==> config.mk <==
export PLATFORM = sky130hd
export DESIGN_NAME = irq_ctrl
export DESIGN_NICKNAME = d
export VERILOG_FILES = /design/src/rtl/irq_ctrl.sv
export SDC_FILE = /design/constraint.sdc
export NUM_CORES = 1
export LEC_CHECK = 0
export CAP_MARGIN = 20
export CORE_MARGIN = 1
export CORE_UTILIZATION = 45
export DETAILED_ROUTE_END_ITERATION = 6
export GPL_ROUTABILITY_DRIVEN = 0
export PLACE_DENSITY = 0.72
export SYNTH_ARGS = -nofsm -noshare
export SYNTH_HDL_FRONTEND = slang
export SYNTH_SLANG_ARGS = --single-unit
export TNS_END_PERCENT = 30
==> constraint.sdc <==
create_clock -name clk -period 2.2 [get_ports clk]
set_input_delay 0.44 -clock clk [delete_from_list [all_inputs] [get_ports clk]]
set_output_delay 0.44 -clock clk [all_outputs]
set_load 0.05 [all_outputs]
==> src/rtl/irq_ctrl.sv <==
// Machine-level interrupt controller: mtime/mtimecmp timer, external IRQ synchroniser,
// enable gating and a take/handler FSM that drives the one-cycle take pulse and mcause.
module irq_ctrl #(
  parameter int PRESCALE    = 16,
  parameter int SYNC_STAGES = 2
) (
  input  logic        clk,
  input  logic        reset,
  input  logic        ext_irq,
  input  logic [31:0] csr_mstatus,
  input  logic [31:0] csr_mie,
  input  logic        mret,
  input  logic        tmr_wr,
  input  logic [1:0]  tmr_addr,
  input  logic [31:0] tmr_wdata,
  output logic [31:0] tmr_rdata,
  output logic        intrrupt,
  output logic [31:0] csr_mcause_ff,
  output logic [31:0] mip
);

  localparam int PS_W = (PRESCALE > 1) ? $clog2(PRESCALE) : 1;
  localparam logic [PS_W-1:0] PS_LAST = PS_W'(PRESCALE - 1);
  localparam logic [31:0] CAUSE_EXT = {1'b1, 31'd11};
  localparam logic [31:0] CAUSE_TMR = {1'b1, 31'd7};

  typedef enum logic [1:0] {IDLE, TAKE, HANDLER} state_t;

  state_t                 state_q, state_d;
  logic [PS_W-1:0]        prescaler;
  logic                   tick;
  logic [63:0]            mtime, mtimecmp;
  logic                   mtip;
  logic [SYNC_STAGES-1:0] sync_ff;
  logic                   meip;
  logic                   ext_req, tmr_req, any_req;
  logic                   take_d;
  logic [31:0]            cause_d;
  logic                   unused_bits;

  assign unused_bits = ^{csr_mstatus[31:4], csr_mstatus[2:0],
                         csr_mie[31:12], csr_mie[10:8], csr_mie[6:0]};

  assign tick = (prescaler == PS_LAST);

  always_ff @(posedge clk or negedge reset) begin
    if (!reset) prescaler <= '0;
    else if (tick) prescaler <= '0;
    else prescaler <= prescaler + 1'b1;
  end

  // Any SW write to either mtime half takes precedence over that cycle's increment
  always_ff @(posedge clk or negedge reset) begin
    if (!reset) begin
      mtime    <= '0;
      mtimecmp <= '1;
    end else begin
      if (tmr_wr && tmr_addr == 2'd0) mtime[31:0] <= tmr_wdata;
      else if (tmr_wr && tmr_addr == 2'd1) mtime[63:32] <= tmr_wdata;
      else if (tick) mtime <= mtime + 64'd1;
      if (tmr_wr && tmr_addr == 2'd2) mtimecmp[31:0] <= tmr_wdata;
      if (tmr_wr && tmr_addr == 2'd3) mtimecmp[63:32] <= tmr_wdata;
    end
  end

  always_ff @(posedge clk or negedge reset) begin
    if (!reset) begin
      mtip    <= 1'b0;
      sync_ff <= '0;
    end else begin
      mtip    <= (mtime >= mtimecmp);
      sync_ff <= {sync_ff[SYNC_STAGES-2:0], ext_irq};
    end
  end

  assign meip    = sync_ff[SYNC_STAGES-1];
  assign mip     = {20'd0, meip, 3'd0, mtip, 7'd0};
  assign ext_req = meip & csr_mie[11];
  assign tmr_req = mtip & csr_mie[7];
  assign any_req = csr_mstatus[3] & (ext_req | tmr_req);

  always_comb begin
    tmr_rdata = 32'd0;
    case (tmr_addr)
      2'd0: tmr_rdata = mtime[31:0];
      2'd1: tmr_rdata = mtime[63:32];
      2'd2: tmr_rdata = mtimecmp[31:0];
      2'd3: tmr_rdata = mtimecmp[63:32];
      default: tmr_rdata = 32'd0;
    endcase
  end

  always_ff @(posedge clk or negedge reset) begin
    if (!reset) begin
      state_q       <= IDLE;
      intrrupt      <= 1'b0;
      csr_mcause_ff <= 32'd0;
    end else begin
      state_q  <= state_d;
      intrrupt <= take_d;
      if (take_d) csr_mcause_ff <= cause_d;
    end
  end

  always_comb begin
    state_d = state_q;
    case (state_q)
      IDLE:    if (any_req) state_d = TAKE;
      TAKE:    state_d = HANDLER;
      HANDLER: if (mret) state_d = IDLE;
      default: state_d = IDLE;
    endcase
  end

  // The take decision is made once in IDLE; the pulse lines up with the TAKE state
  always_comb begin
    take_d  = (state_q == IDLE) && any_req;
    cause_d = ext_req ? CAUSE_EXT : CAUSE_TMR;
  end

endmodule
Word-level counts from Yosys, hierarchy flattened. Cells that the tools add are included. W data, S select, Z words.

Divide/modulo/power cells: 0. Multipliers: 0. Shifts and indexed selects: 0. Bitwise gates (word level): 5. Reductions and logical operators: 12. $lt $le $gt $ge: 1. Equal/unequal tests: 9. Mux-type cells: 10. Add/sub/neg operators: 2.

Operator list (count): $pmux W32 S4 (1); $mux W32 (3); $add A64 B1 Y64 const B (1); $ge A64 B64 Y1 (1); $mux W64 (1); $mux W4 (2); $eq A2 B2 Y1 const B (3); $ne A2 B2 Y1 const B (3); $pmux W2 S3 (1); $reduce_and A2 Y1 (3); $logic_and A1 B1 Y1 (5); $add A4 B1 Y4 const B (1); $eq A2 B1 Y1 const B (2); $eq A4 B4 Y1 const B (1); $logic_not A2 Y1 (2); $mux W2 (2); $reduce_bool A2 Y1 (2); $and A1 B1 Y1 (3); $not A1 Y1 (1); $or A1 B1 Y1 (1).

Register bits after elaboration: 170. Output and inout port bits: 97. Memories: 0. Bits in writable memories: 0. Bits in read-only memories: 0. Bits of input ports: 103. Latch bits: 0.

Logic depth before layout (Yosys ltp). Gate-level depths: netlist of the first run.

Depth after elaboration: 5. Depth in mapped cells: 8.

Worst setup path after synthesis of the first run. OpenSTA, ideal clock, no wires.

Path kind: input port to output port. Start point: input tmr_addr[0]. End point: output tmr_rdata[18]. Arrival: 2.151 ns. Data required time: 1.760 ns. Cell stages on the path: 3. Slack: -0.391 ns. Path through: clkbuf_1 buf_1 mux4_1.

Longest elaborated chain between the ends: 2. Elaborated cells on any way between the ends: 5. Classes of those cells: eq/ne (3); mux (1); reduce/logical (1).

RTL lines: start: declaration (RTL line 14) `input logic [1:0] tmr_addr,`; $eq A2 B2 Y1, or another cell as far along (RTL line 84) `case (tmr_addr)`; $pmux W32 S4 (*) (RTL line 84); end: declaration (RTL line 16) `output logic [31:0] tmr_rdata,`.

Every way passes the cells marked *; elsewhere a longest branch is shown, timed or not.

Final worst setup path of the first run.
Start point: register mtime[0]. End point: register mtime[52].

Longest elaborated chain between the ends: 3.

RTL lines: start: declaration (RTL line 32) `logic [63:0] mtime, mtimecmp;`; start signal: assignment (RTL line 58) `if (tmr_wr && tmr_addr == 2'd0) mtime[31:0] <= tmr_wdata;`; start signal: assignment (RTL line 60) `else if (tick) mtime <= mtime + 64'd1;`; $add A64 B1 Y64 (RTL line 60); $mux W64 (RTL line 60); $mux W32 (RTL line 59) `else if (tmr_wr && tmr_addr == 2'd1) mtime[63:32] <= tmr_wdata;`.

Every way passes these cells. The select of a mux whose other input is x is not followed. A chain may end at the register's enable or synchronous reset.

==> impl_metrics.ini, run 1 <==
[placement]
hpwl_mm = 22.0
io_buffers = 81
dpl_worst_slack_ns = -0.418

[clock_network]
max-clock-path-buffers = 2
cts_made_buffers = 17
cts_tree = built
clock_latency_ns = 0.44
clk_pin_slew_ns = 0.07
cts_htree_levels = 4
cts_root_buf = clkbuf_16
cts_num_sinks = 141

[global_route]
track_usage = 0.276
grt_max_degree = 58
grt_pass1_wl_mm = 46.6
grt_pass1_vias = 8819
antenna_found_initial = 0
grt_overflow = 0

[worst_setup_path]
slowest_delay_ns = 0.55
cp_top_family = simple AND/OR/NAND/NOR gates
worst_r2r_path_depth = 8
reg2reg_slack_ns = -0.15
critPathSlowestCell = or4_4
end_kind = register
cp_data_required_time_ns = 2.51
r2r-end = mtime[52]$_DFFE_PN0P_
cp.arrival_ns = 2.66
crit_path_max_fanout = 3
critical_path_class = reg -> reg
cp_cell_sequence = ha_2, and4_4, nand4_4, or4_4, buf_6, nor4_4, xnor2_1, o21ai_1
worst_setup_path_start_kind = register
reg2reg_from = mtime[0]$_DFFE_PN0P_
critPathBufInv = 1

[finish]
nFillCells = 1705
drive_above_1_share = 0.383
syn_to_final_growth_pct = 33.1
antenna_cells = 0
ff_latch_area_mm2 = 0.00361
multiInputGateArea_mm2 = 0.00586
final_core_util = 0.614
fin_nets = 1394

[pwr]
switching_share = 0.382
switching_power_mw = 4.50
vdd_ir_drop_max_v = 0.000573
power.leakage_nw = 5.73
seqPwrFrac = 0.319
power.density_mw_per_mm2 = 906
power.clock.fraction = 0.256
internal_power_mw = 7.27
pwr-share-comb = 0.425

[yosys]
ys_warn_count = 0
netlist_instances = 999
synthFlopType = dfrtp_1
synth_edf_count = 0
syn_avg_cell_area_um2 = 9.78
synth.mux.area_fraction = 0.153
synth_compound_area_frac = 0.117
synthSimpleGateAreaFrac = 0.163
synth-xor-area-share = 0.0188
yosysUniqueCellTypes = 69
synth-seq-cells = 141
synth_area_mm2 = 0.00977
synth_top_family_by_area = simple AND/OR/NAND/NOR gates
async_reset_ff_frac = 1.00
ys_seq_area_frac = 0.370
synth_adder_area_share = 0.0846

[sta]
tightest_slew_ns = 0.578
finalCriticalPeriod_ns = 2.35
max_clock_freq_mhz = 425
maxSlewViolCount = 0
skew_ns = 0.0104
fin_ws_ns = -0.152
report.final.setup_viol = 25
rsz0062_at_grt = true
setup_tns_ns = -2.06
post-route-period-util = 1.07
slew_headroom = 0.615
hold_viol = 0

[min_path]
hold_depth = 0
holdCritStartpoint = sync_ff[0]$_DFF_PN0_
min_path_type = reg -> reg
holdPathEnd = sync_ff[1]$_DFF_PN0_

[floorplan]
start_util = 0.462
dieArea_mm2 = 0.0223
chipWidth_um = 149
die_h_um = 149
io_pins = 200
row_count = 53
core_mm2 = 0.0212

[outcome]
violations = setup timing
outcome = complete, but fails checks

[routing]
wirelength_mm = 29.9
drt_iter0_drc = 890
via_per_inst = 5.86
dr.pass1.iters = 5
num_vias = 8859
post_drt_wl_per_cell_um = 19.8
drc = 0
ant_nets = 0

[run]
maxCapViolCount = 0
state kept, by name (all words and copies together) (netlist names):
register       flops
prescaler          4
mtimecmp          64
mtip               1
csr_mcause_ff      3
state_q            2
intrrupt           1
sync_ff            2
mtime             64
cell usage after synthesis (all sizes together) (18+ instances only):
library cell,count,area share
nor4,18,0.014
dfrtp,77,0.20
mux2,66,0.076
nor2,47,0.018
nand2,92,0.035
inv,77,0.030
nand4,30,0.021
clkbuf,25,0.011
nand3,38,0.020
o21ai,54,0.028
buf,73,0.052
mux4,32,0.074
a21oi,69,0.035
ha,66,0.085
dfstp,64,0.17
logic make-up after synthesis:
group | Yosys count
flops | 141
compound gates | 192
simple gates | 301
xor+xnor | 21
fa+ha+maj | 66
mux | 101
other cells | 1
buf+inv | 176
worst max path at each step:
| stage | from | end | slack, ns | cells past startpoint |
|---|---|---|---|---|
| 3_5_place_dp | tmr_wr | mtime[54]$_DFFE_PN0P_ | -0.42 | 9 |
| 4_1_cts | mtime[0]$_DFFE_PN0P_ | mtime[52]$_DFFE_PN0P_ | -0.18 | 8 |
| 6_report | mtime[0]$_DFFE_PN0P_ | mtime[52]$_DFFE_PN0P_ | -0.15 | 8 |
| 3_3_place_gp | tmr_wr | mtime[54]$_DFFE_PN0P_ | -0.39 | 9 |
| 5_1_grt | mtime[0]$_DFFE_PN0P_ | mtime[45]$_DFFE_PN0P_ | -0.27 | 9 |
| 2_1_floorplan | mtime[18]$_DFFE_PN0P_ | mtime[60]$_DFFE_PN0P_ | -0.05 | 7 |
what timing repair did:
item                       4_1_cts  5_1_grt
hold endpoints to repair         1        0
setup buffers                    2       12
setup endpoints to repair       27       34
gates cloned                     0        0
pin swaps                       19       24
hold buffers                     1        0
gates resized for setup         27       47
layer usage:
metal,vias up,track usage,part of all wire,wire [um]
li1,3974,-,-,-
met1,4362,0.360,0.42,12500
met2,437,0.449,0.47,14200
met3,86,0.0517,0.077,2300
met4,0,0.111,0.031,918
met5,-,0,0,0
power by group through the flow:
| stage | Combinational [mW] | Clock, mW | Sequential, mW |
|---|---|---|---|
| CTS | 4.76 | 3.03 | 3.73 |
| finish | 5.01 | 3.01 | 3.75 |
| global placement | 4.53 | 0 | 3.73 |
| global route | 5.42 | 3.14 | 3.83 |
| floorplan | 2.80 | 0 | 3.82 |
| detailed placement | 4.66 | 0 | 3.76 |
final cells by class:
class	count	share of cell area
multi-input cells	738	0.451
well taps	275	0.0265
clock inverters	14	0.0130
inverters	77	0.0222
clock buffers	18	0.0330
repair buffers	250	0.176
flip-flops and latches	141	0.278
layout by cell type, fill, tap and decap left out, drive strengths merged, types with 6 or more instances in the layout:
master / instances
a21o: 11
a21oi: 69
a31oi: 7
and2: 7
and3: 7
and4: 9
buf: 203
clkbuf: 18
clkdlybuf4s50: 46
conb: 57
dfrtp: 77
dfstp: 64
ha: 66
inv: 79
mux2: 66
mux4: 32
nand2: 92
nand2b: 6
nand3: 38
nand4: 30
nor2: 47
nor3: 17
nor4: 18
o21ai: 54
o22ai: 16
or4: 12
xnor2: 17
metrics by stage:
stage | instance area, um^2 | power [mW] | cells | hold WS [ns]
global placement | 11900 | 8.26 | 1467 | 0.336
floorplan | 10000 | 6.62 | 1055 | 0.144
CTS | 12600 | 11.5 | 1502 | 0.359
finish | 13000 | 11.8 | 1513 | 0.356
global route | 13000 | 12.4 | 1513 | 0.365
detailed placement | 11900 | 8.43 | 1467 | 0.345
(Power assumes the default switching activity.)
==> run 2, diff against run 1 <==
Settings changed: CTS_BUF_LIST set to sky130_fd_sc_hd__clkbuf_8 sky130_fd_sc_hd__clkbuf_16.
==> run 2 against run 1 <==
  * Clock-buffer cell count is 1 lower
  * Critical path depth did not move
  * Cell area unchanged
  * Critical endpoint unchanged
  * Worst setup slack worse by 0.015 ns
  * Flip-flop and latch count did not move
  * The flow finishes with violations (DRC, setup timing)
  * Sequential share of layout area did not move
  * Power is essentially flat
==> impl_metrics.ini, run 2 (same netlist as run 1, synthesis figures left out) <==
[placement]
dpl_worst_slack_ns = -0.418
dpl_cell_area_mm2 = 0.0119
hpwl_mm = 22.0
dp_cells = 1467
io_buffers = 81

[outcome]
violations = DRC, setup timing
outcome = complete, but fails checks

[finish]
nFillCells = 1705
layoutNonFillerInstCount = 1513
fin_nets = 1394
top_regs = mtime (64), mtimecmp (64), prescaler (4)
final_cell_mix = 170 x buf_4, 92 x nand2_1, 74 x inv_1, 74 x dfrtp_1, 67 x a21oi_1
drive_above_1_share = 0.383
antenna_cells = 0
syn_to_final_growth_pct = 33.1
final_common_cell = buf_4
design_area_mm2 = 0.0130

[global_route]
grt_overflow = 0
grt_pass1_wl_mm = 46.6
grt_max_degree = 58
antenna_found_initial = 0
grt_pass1_vias = 8820
track_usage = 0.275

[clock_network]
max-clock-path-buffers = 2
cts_tree = built
clock_latency_ns = 0.44
clk_pin_slew_ns = 0.07
cts_num_sinks = 141
cts_root_buf = clkbuf_16
cts_htree_levels = 4
cts_made_buffers = 17

[run]
maxCapViolCount = 0

[sta]
skew_ns = 0.0111
finalCriticalPeriod_ns = 2.37
hold_viol = 0
max_clock_freq_mhz = 423
tightest_slew_ns = 0.575
rsz0062_at_grt = true
slew_headroom = 0.617
fin_worst_hold_slack_ns = 0.356
post-route-period-util = 1.08
report.final.setup_viol = 27
maxSlewViolCount = 0
fin_ws_ns = -0.167

[routing]
drc = 2
drt_iter0_drc = 919
wirelength_mm = 29.9
via_per_inst = 5.90
ant_nets = 0
post_drt_wl_per_cell_um = 19.8
num_vias = 8920
dr.pass1.iters = 7

[worst_setup_path]
end_kind = register
cp.arrival_ns = 2.67
critical_path_class = reg -> reg
worst_setup_path_start_kind = register
reg2reg_slack_ns = -0.17
cp_data_required_time_ns = 2.51
crit_path_max_fanout = 3

[floorplan]
core_mm2 = 0.0212
io_pins = 200
chipWidth_um = 149
start_util = 0.462
row_count = 53
dieArea_mm2 = 0.0223
die_h_um = 149

[pwr]
power_mw = 11.8
power.density_mw_per_mm2 = 905
power.leakage_nw = 5.73
vdd_ir_drop_max_v = 0.000573

[min_path]
min_path_type = reg -> reg
==> run 2: cell count changes in the layout (fill, tap and decap cells not counted) <==
cell,delta
clkbuf_1,-1
inv_1,+1
==> run 2: final cells by class <==
cell class / instances / area (um^2) / share of cell area
timing repair buffer: 250 / 2290 / 0.176
inverter: 77 / 289 / 0.0222
multi-input combinational: 738 / 5860 / 0.451
sequential: 141 / 3610 / 0.278
tap: 275 / 344 / 0.0265
clock inverter: 15 / 173 / 0.0133
clock buffer: 17 / 425 / 0.0327
==> run 2: where the power goes <==
group / switching [mW] / leakage, nW / internal [mW] / total (mW)
combinational: 2.80 / 3.88 / 2.20 / 5.01
clock: 1.22 / 0.283 / 1.78 / 3.00
sequential: 0.472 / 1.57 / 3.28 / 3.76
==> run 2: worst paths after layout <==
| path | start | to | cells after the start |
|---|---|---|---|
| min in group asynchronous | reset | mtime[44]$_DFFE_PN0P_ | 2 |
| min reg2reg | sync_ff[0]$_DFF_PN0_ | sync_ff[1]$_DFF_PN0_ | 0 |
| max in group asynchronous | reset | mtimecmp[31]$_DFFE_PN1P_ | 3 |
| max reg2reg | mtime[0]$_DFFE_PN0P_ | mtime[52]$_DFFE_PN0P_ | 8 |
| max | mtime[0]$_DFFE_PN0P_ | mtime[52]$_DFFE_PN0P_ | 8 |
| min | sync_ff[0]$_DFF_PN0_ | sync_ff[1]$_DFF_PN0_ | 0 |
==> run 2: metal layers <==
layer | share of wire | GRT usage | up-vias
met3 | 0.072 | 0.0517 | 80
met4 | 0.031 | 0.111 | 0
met1 | 0.42 | 0.360 | 4417
met2 | 0.47 | 0.449 | 442
li1 | - | - | 3981
met5 | 0 | 0 | -
==> run 2: stage by stage <==
stage | setup TNS, ns | util
2_1_floorplan | -0.736 | -
3_3_place_gp | -9.55 | 0.562
3_5_place_dp | -11.57 | 0.562
4_1_cts | -1.29 | 0.598
5_1_grt | -4.54 | 0.614
6_report | -2.29 | 0.614
==> run 2: what timing repair did <==
| item | CTS | global route |
|---|---|---|
| resized for setup | 27 | 47 |
| hold buffers | 1 | 0 |
| pin swaps | 17 | 26 |
| setup buffers | 2 | 12 |
| endpoints found under the setup margin | 27 | 34 |
| hold endpoints to repair | 1 | 0 |
==> run 2: critical path: stages (launching register included) <==
cell and delay [ns]:
dfrtp_1 0.41, ha_2 0.21, and4_4 0.25, nand4_4 0.12, or4_4 0.55, buf_6 0.16, nor4_4 0.28, xnor2_1 0.16
o21ai_1 0.10
==> run 3, diff against run 2 <==
Settings changed: ABC_CLOCK_PERIOD_IN_PS set to 2200, CTS_CLUSTER_SIZE set to 28.
==> results of run 3 <==
Final layout, timing and power as in run 2 (identical DEF).
